<file path="src/rtl/multicycle_control.sv">
// Main control FSM for the multi-cycle RV32I core.
// Sequences fetch/decode/execute/memory/writeback, drives datapath selects and
// write strobes, handshakes with the shared memory, counts retired
// instructions, and traps on illegal opcodes or memory timeout.
//
// Ports:
//   clk, reset         rising-edge clock, asynchronous active-high reset
//   opcode             instruction register bits [6:0]
//   zero               ALU zero flag (branch decision)
//   mem_ready          memory completes the current access this cycle
//   pc_en, pc_src      PC write enable / source (0 ALU result, 1 ALUOut)
//   ir_write           instruction register load
//   mem_read/mem_write memory requests, i_or_d address select
//   alu_src_a/b        ALU operand selects
//   alu_op1, alu_op2   operation class for alu_control (00 = add)
//   reg_write          register file write, mem_to_reg writeback source
//   state              current state encoding
//   illegal, bus_error sticky trap causes
//   instret            retired-instruction counter
module multicycle_control #(
  parameter int unsigned INSTRET_W   = 32,
  parameter int unsigned MEM_TIMEOUT = 15
) (
  input  logic                 clk,
  input  logic                 reset,
  input  logic [6:0]           opcode,
  input  logic                 zero,
  input  logic                 mem_ready,
  output logic                 pc_en,
  output logic                 pc_src,
  output logic                 ir_write,
  output logic                 mem_read,
  output logic                 mem_write,
  output logic                 i_or_d,
  output logic [1:0]           alu_src_a,
  output logic [1:0]           alu_src_b,
  output logic                 alu_op1,
  output logic                 alu_op2,
  output logic                 reg_write,
  output logic                 mem_to_reg,
  output logic [3:0]           state,
  output logic                 illegal,
  output logic                 bus_error,
  output logic [INSTRET_W-1:0] instret
);

  localparam int unsigned CNT_W = (MEM_TIMEOUT == 0) ? 1 : $clog2(MEM_TIMEOUT + 1);

  localparam logic [6:0] OP_R  = 7'b0110011;
  localparam logic [6:0] OP_I  = 7'b0010011;
  localparam logic [6:0] OP_LD = 7'b0000011;
  localparam logic [6:0] OP_ST = 7'b0100011;
  localparam logic [6:0] OP_BR = 7'b1100011;

  typedef enum logic [3:0] {
    S_FETCH    = 4'd0,
    S_DECODE   = 4'd1,
    S_MEM_ADDR = 4'd2,
    S_MEM_RD   = 4'd3,
    S_MEM_WB   = 4'd4,
    S_MEM_WR   = 4'd5,
    S_EXEC_R   = 4'd6,
    S_EXEC_I   = 4'd7,
    S_ALU_WB   = 4'd8,
    S_BRANCH   = 4'd9,
    S_TRAP     = 4'd15
  } state_e;

  state_e               state_q, state_d;
  logic [CNT_W-1:0]     wait_cnt_q, wait_cnt_d;
  logic [INSTRET_W-1:0] instret_q, instret_d;
  logic                 illegal_q, illegal_d;
  logic                 bus_error_q, bus_error_d;

  logic [CNT_W-1:0]     wait_cnt_inc;
  logic                 timeout_hit;
  logic                 ready_g;

  // Strobes that follow mem_ready are held off while reset is asserted.
  assign ready_g      = mem_ready & ~reset;
  assign wait_cnt_inc = wait_cnt_q + CNT_W'(1);
  assign timeout_hit  = (MEM_TIMEOUT != 0) && (wait_cnt_inc == CNT_W'(MEM_TIMEOUT));

  // Next-state, counters and datapath control decode.
  always_comb begin
    state_d     = state_q;
    wait_cnt_d  = '0;
    instret_d   = instret_q;
    illegal_d   = illegal_q;
    bus_error_d = bus_error_q;
    pc_en       = 1'b0;
    pc_src      = 1'b0;
    ir_write    = 1'b0;
    mem_read    = 1'b0;
    mem_write   = 1'b0;
    i_or_d      = 1'b0;
    alu_src_a   = 2'b00;
    alu_src_b   = 2'b00;
    alu_op1     = 1'b0;
    alu_op2     = 1'b0;
    reg_write   = 1'b0;
    mem_to_reg  = 1'b0;

    unique case (state_q)
      S_FETCH: begin
        mem_read  = 1'b1;
        alu_src_b = 2'b01;
        ir_write  = ready_g;
        pc_en     = ready_g;
        if (mem_ready) begin
          state_d = S_DECODE;
        end else if (timeout_hit) begin
          state_d     = S_TRAP;
          bus_error_d = 1'b1;
        end else begin
          wait_cnt_d = wait_cnt_inc;
        end
      end
      S_DECODE: begin
        // Branch target (old PC + imm) computed early into ALUOut.
        alu_src_a = 2'b10;
        alu_src_b = 2'b10;
        case (opcode)
          OP_R:         state_d = S_EXEC_R;
          OP_I:         state_d = S_EXEC_I;
          OP_LD, OP_ST: state_d = S_MEM_ADDR;
          OP_BR:        state_d = S_BRANCH;
          default: begin
            state_d   = S_TRAP;
            illegal_d = 1'b1;
          end
        endcase
      end
      S_MEM_ADDR: begin
        alu_src_a = 2'b01;
        alu_src_b = 2'b10;
        state_d   = (opcode == OP_LD) ? S_MEM_RD : S_MEM_WR;
      end
      S_MEM_RD: begin
        mem_read = 1'b1;
        i_or_d   = 1'b1;
        if (mem_ready) begin
          state_d = S_MEM_WB;
        end else if (timeout_hit) begin
          state_d     = S_TRAP;
          bus_error_d = 1'b1;
        end else begin
          wait_cnt_d = wait_cnt_inc;
        end
      end
      S_MEM_WB: begin
        reg_write  = 1'b1;
        mem_to_reg = 1'b1;
        instret_d  = instret_q + INSTRET_W'(1);
        state_d    = S_FETCH;
      end
      S_MEM_WR: begin
        mem_write = 1'b1;
        i_or_d    = 1'b1;
        if (mem_ready) begin
          state_d   = S_FETCH;
          instret_d = instret_q + INSTRET_W'(1);
        end else if (timeout_hit) begin
          state_d     = S_TRAP;
          bus_error_d = 1'b1;
        end else begin
          wait_cnt_d = wait_cnt_inc;
        end
      end
      S_EXEC_R: begin
        alu_src_a = 2'b01;
        alu_src_b = 2'b00;
        alu_op2   = 1'b1;
        state_d   = S_ALU_WB;
      end
      S_EXEC_I: begin
        alu_src_a = 2'b01;
        alu_src_b = 2'b10;
        alu_op2   = 1'b1;
        state_d   = S_ALU_WB;
      end
      S_ALU_WB: begin
        reg_write = 1'b1;
        instret_d = instret_q + INSTRET_W'(1);
        state_d   = S_FETCH;
      end
      S_BRANCH: begin
        // Compare rs1-rs2; taken branch loads the target held in ALUOut.
        alu_src_a = 2'b01;
        alu_src_b = 2'b00;
        alu_op1   = 1'b1;
        pc_src    = 1'b1;
        pc_en     = zero;
        instret_d = instret_q + INSTRET_W'(1);
        state_d   = S_FETCH;
      end
      S_TRAP: begin
        state_d = S_TRAP;
      end
      default: begin
        state_d = S_FETCH;
      end
    endcase
  end

  // State and counter registers.
  always_ff @(posedge clk or posedge reset) begin
    if (reset) begin
      state_q     <= S_FETCH;
      wait_cnt_q  <= '0;
      instret_q   <= '0;
      illegal_q   <= 1'b0;
      bus_error_q <= 1'b0;
    end else begin
      state_q     <= state_d;
      wait_cnt_q  <= wait_cnt_d;
      instret_q   <= instret_d;
      illegal_q   <= illegal_d;
      bus_error_q <= bus_error_d;
    end
  end

  assign state     = state_q;
  assign instret   = instret_q;
  assign illegal   = illegal_q;
  assign bus_error = bus_error_q;

endmodule
</file>
<file path="config.mk">
export PLATFORM = sky130hd
export DESIGN_NAME = multicycle_control
export DESIGN_NICKNAME = d
export VERILOG_FILES = /design/src/rtl/multicycle_control.sv
export SDC_FILE = /design/constraint.sdc
export NUM_CORES = 1
export LEC_CHECK = 0
export CORE_MARGIN = 10
export CORE_UTILIZATION = 48
export DETAILED_ROUTE_END_ITERATION = 10
export GPL_TIMING_DRIVEN = 0
export PLACE_DENSITY = 0.8
export SKIP_CTS_REPAIR_TIMING = 1
export SLEW_MARGIN = 0
export SYNTH_ARGS = -nofsm -noshare
export SYNTH_HDL_FRONTEND = slang
export SYNTH_SLANG_ARGS = --single-unit
</file>
<file path="constraint.sdc">
create_clock -name clk -period 2.1 [get_ports clk]
set_clock_uncertainty 0.05 [all_clocks]
set_input_delay 0.42 -clock clk [delete_from_list [all_inputs] [get_ports clk]]
set_output_delay 0.42 -clock clk [all_outputs]
set_load 0.05 [all_outputs]
</file>
# [Word level (Yosys, flattened, before mapping)]
# Cells that the tools add are included.
[classes] add_sub_neg=2 n_eq_ne=17 n_mux=23 bitwise_logic=4 reduce_logical=15
[op_table] op="$pmux 32 s2" count=1
[op_table] op="$add 32x1->32 const B" count=1
[op_table] op="$mux 32" count=1
[op_table] op="$mux 4" count=7
[op_table] op="$pmux 4 s7" count=1
[op_table] op="$eq 4x3->1 const B" count=4
[op_table] op="$eq 4x4->1 const B" count=4
[op_table] op="$pmux 4 s4" count=1
[op_table] op="$eq 7x6->1 const B" count=2
[op_table] op="$reduce_or 2->1" count=5
[op_table] op="$reduce_or 3->1" count=3
[op_table] op="$eq 4x2->1 const B" count=2
[op_table] op="$mux 1" count=8
[op_table] op="$pmux 2 s2" count=2
[op_table] op="$eq 7x2->1 const B" count=1
[op_table] op="$eq 7x5->1 const B" count=1
[op_table] op="$eq 7x7->1 const B" count=1
[op_table] op="$reduce_or 5->1" count=1
[op_table] op="$add 4x1->4 const B" count=1
[op_table] op="$eq 4x1->1 const B" count=1
[op_table] op="$logic_not 4->1" count=1
[op_table] op="$reduce_and 2->1" count=2
[op_table] op="$reduce_or 4->1" count=1
[op_table] op="$mux 3" count=1
[op_table] op="6 further kinds" count=8
[totals] register_bits=42 in_bits=11 output_inout_bits=52 wordCells=66

# [Depth between registers and ports, before layout]
[logic_depth] ltp_word=5 depth_mapped=7 mapped_depth_nobuf=7

# [Worst setup path before layout]
# OpenSTA, ideal clock, no wires.
[synth_timing] kind="flip-flop to output port" startpoint="reg state_q[3], in the netlist state[3]" endpoint="out pc_en" arrival_time_ps=2764 t_required_ps=1630 setup_slack_ps=-1134 path_stages_with_launch=6 cell_sequence="dfrtp_1 > clkbuf_1 > nor2_1 > nand2_1 > nor3_1 > a21o_1"
[synth_via] elab_chain_cells=2 elab_cells_between_ends=3
[synth_lines] item="from (decl)" line_no="69" source="state_e state_q, state_d;"
[synth_lines] item="from (signal assigned)" line_no="215" source="state_q <= state_d;"
[synth_lines] item="$eq 4x4->1 / $logic_not 4->1 (equally long branches)" line_no="104" source="unique case (state_q)"
[synth_lines] item="$pmux 1 s2 *" line_no="104"
[synth_lines] item="to (decl)" line_no="29" source="output logic pc_en,"
# Every way passes the cells marked *; elsewhere a longest branch is shown, timed or not.

# [Worst setup path after layout]
[layout_timing] startpoint="reg state_q[1], in the netlist state[1]" endpoint="out pc_en"
# The elaborated chain is that of the path after synthesis.

==> run_results.csv <==
group,metric,value,unit
clock_tree,cts_max_level,2,
floorplanning,fp.dieH,89.5,um
placed_design,portBuffers,62,
floorplanning,placement_rows,25,
routing,dr.pass1.iters,4,
finish,drive_above_1_share,20.2,%
routing,drc,0,
synth,synth_area_leaders,"dfrtp_1, xnor2_1, xor2_1",
synth,synthArstFlopShare,100,%
global_routing,antenna_found_initial,0,
clock_tree,cts_tree,"built",
flow_run,drv_cap,0,
global_routing,grt_pass1_wl,9320,um
clock_tree,cts_made_buffers,5,
worst_setup_path,r2r-end,"state[2]$_DFF_PP0_",
outcome,status,"finished with violations",
routing,wl_per_cell,16.3,um
worst_setup_path,critPathMaxFanout,10,
routing,routed_via_density,5.55,
finish,syn_to_final_growth,39.7,%
pwr,leakage,1.53,nW
synth,yosys_warnings,0,
timing,rsz0062_at_grt,"yes",
worst_setup_path,reg2reg_depth,6,
floorplanning,start_util,49.4,%
global_routing,grt_remaining_overflow,0,
timing,whs,0.411,ns
floorplanning,dieWidth,89.5,um
pwr,finalPower,3.89,mW
synth,synth-seq-area-share,45.4,%
worst_hold_path,hp-class,"reg2reg",
timing,hold_viol,0,
floorplanning,io_pins,63,
pwr,irDropWorstVdd,861,uV
placed_design,place_congestion,0.892,
worst_setup_path,crit_path_end_kind,"primary output",
routing,num_vias,2030,
floorplanning,die-area,8000,sq um
synth,synth_area_leader_cell,"dfrtp_1",
floorplanning,core-area,4690,sq um
worst_setup_path,path_class,"reg2out",
worst_setup_path,crit_top_cell,"buf_6",
synth,avgSynthCellArea,9.73,sq um
worst_hold_path,hold_depth,1,
synth,synth-edff-count,0,
worst_setup_path,worst-endpoint-arrival,1.64,ns
global_routing,grt_max_degree,43,
timing,finalSetupViolCount,1,
pwr,cellPowerDensity,1200,nW/um^2
worst_setup_path,r2r-start,"wait_cnt_q[0]$_DFF_PP0_",
synth,ys_ff_latch,42,
worst_setup_path,startpoint_type,"register",
global_routing,grt_pass1_vias,1934,
routing,wirelength,5970,um
timing,fin_crit,2.11,ns
clock_tree,cts_root_buf,"clkbuf_8",
worst_setup_path,required,1.63,ns
outcome,violations,"negative setup slack",
worst_setup_path,crit_slowest_cell,"dfrtp_2",
worst_setup_path,path_delay_family,"buffers and inverters",
synth,synth_top_area_share,45.4,%
timing,drv_slew,0,
routing,ant_nets,0,
synth,synthCells,238,
global_routing,grt_usage,14.9,%
worst_hold_path,whs_endpoint,"illegal$_DFFE_PP0P_",
timing,slew_headroom,42.1,%
timing,setup_ws,-0.0149,ns
worst_setup_path,slowest_delay,0.42,ns
clock_tree,clk_path_buf_depth,2,
timing,worst_pin_slew,0.867,ns
synth,synth.distinct_cells,49,
worst_setup_path,cp.depth,6,
clock_tree,clk_pin_slew,0.07,ns
routing,drt_iter0_drc,109,
timing,finalCritPeriodShare,101,%
finish,num_antenna_cells,0,
clock_tree,cts.sinks,42,
synth,synth_area,2320,sq um
synth,synthFlopType,"dfrtp_1",
worst_setup_path,path_buf_inv,3,
placed_design,hpwl,4440,um
timing,max_freq,473,MHz
synth,synth_fp_nets,252,
worst_setup_path,r2r_slack,0.15,ns
finish,final_nets,325,
worst_setup_path,path_cells,"buf_6, clkinvlp_4, nand2_4, nor2_4, a21o_4, buf_6",
clock_tree,clock_latency,0.30,ns
worst_hold_path,min_from,"illegal$_DFFE_PP0P_",
power breakdown:
group | switching [mW] | internal [mW]
logic | 1.44 | 0.757
registers | 0.146 | 0.920
clock network | 0.275 | 0.355
total | 1.86 | 2.03
layout make-up:
cell class	instances	area [sq um]
Clock inverter	2	37.5
Multi-Input combinational cell	180	1270
Inverter	11	45.0
Sequential cell	42	1060
Clock buffer	6	72.6
Fill cell	369	1460
Buffer	5	46.3
Tap cell	54	67.6
Timing Repair Buffer	66	637
stage by stage:
step                      cells  setup WS (ns)  setup TNS [ns]  utilization [%]  cell area [sq um]
after floorplan             238         -0.251          -0.592                -               2390
after global placement      354         -0.664          -21.34             65.7               3080
after detailed placement    354         -0.662           -9.37             65.7               3080
after CTS                   362         -0.995           -9.76             68.0               3190
after global routing        366        -0.0830          -0.405             68.9               3230
final                       366        -0.0149         -0.0149             68.9               3230
worst max-delay path by stage:
stage	start	to	slack (ns)
final	state[1]$_DFF_PP0_	pc_en	-0.01
after global routing	state[1]$_DFF_PP0_	pc_en	-0.08
after CTS	state[3]$_DFF_PP0_	pc_en	-1.0
after detailed placement	state[3]$_DFF_PP0_	pc_en	-0.66
after global placement	mem_ready	pc_en	-0.66
after floorplan	state[3]$_DFF_PP0_	pc_en	-0.25
per-layer routing:
layer | vias to the layer above | wire length, um | global-route usage (%)
li1 | 968 | - | -
met1 | 992 | 2370 | 17.1
met2 | 59 | 3130 | 25.5
met3 | 11 | 372 | 4.92
met4 | 0 | 95 | 4.48
met5 | - | 0 | 0
Yosys cell counts, types with 3 or more instances:
master,n
dfrtp_1,42
nand2_1,27
nor2_1,25
xnor2_1,18
nor3_1,17
xor2_1,16
nand4_1,13
inv_1,11
nand3_1,7
nand2b_1,6
a21oi_1,5
nor3b_1,4
a21o_1,3
ha_1,3
registers in the layout, summed over array words and instances, names as in the netlist:
signal,flops
instret,32
wait_cnt_q,4
illegal,1
state,4
bus_error,1
logic make-up (layout without fill, tap and decap cells):
group,after synthesis,after routing,synth area share [%]
AOI/OAI and AO/OA,24,24,8.00
xor gates and xnor gates,34,34,12.9
adders and majority gates,3,3,1.62
buffers and inverters,16,90,3.24
DFF,42,42,45.4
muxes,2,2,0.918
and+or+nand+nor,117,117,28.0
worst reg2reg max path: stages (launching register included):
cell and delay (ns):
dfrtp_1 0.44, ha_1 0.26, inv_1 0.10, nor3_1 0.06
a41oi_1 0.45, o21bai_1 0.18, a211o_1 0.31
cell usage in the layout, fill, tap and decap left out, types with 2 or more instances in the layout:
cell	n
a21o_1	2
a21oi_1	5
and3_1	2
buf_4	7
buf_6	8
clkbuf_2	7
clkbuf_8	5
clkdlybuf4s50_1	41
clkinvlp_4	2
dfrtp_1	38
dfrtp_2	4
dlymetal6s2s_1	7
ha_1	3
inv_1	8
inv_2	2
nand2_1	25
nand2_2	2
nand2b_1	6
nand3_1	7
nand4_1	13
nor2_1	20
nor2_2	3
nor2_4	2
nor3_1	14
nor3_2	2
nor3_4	2
nor3b_1	3
nor3b_2	2
o21ai_0	2
or4_1	2
xnor2_1	18
xor2_1	16
No activity file was read; power rests on OpenSTA's default activity.
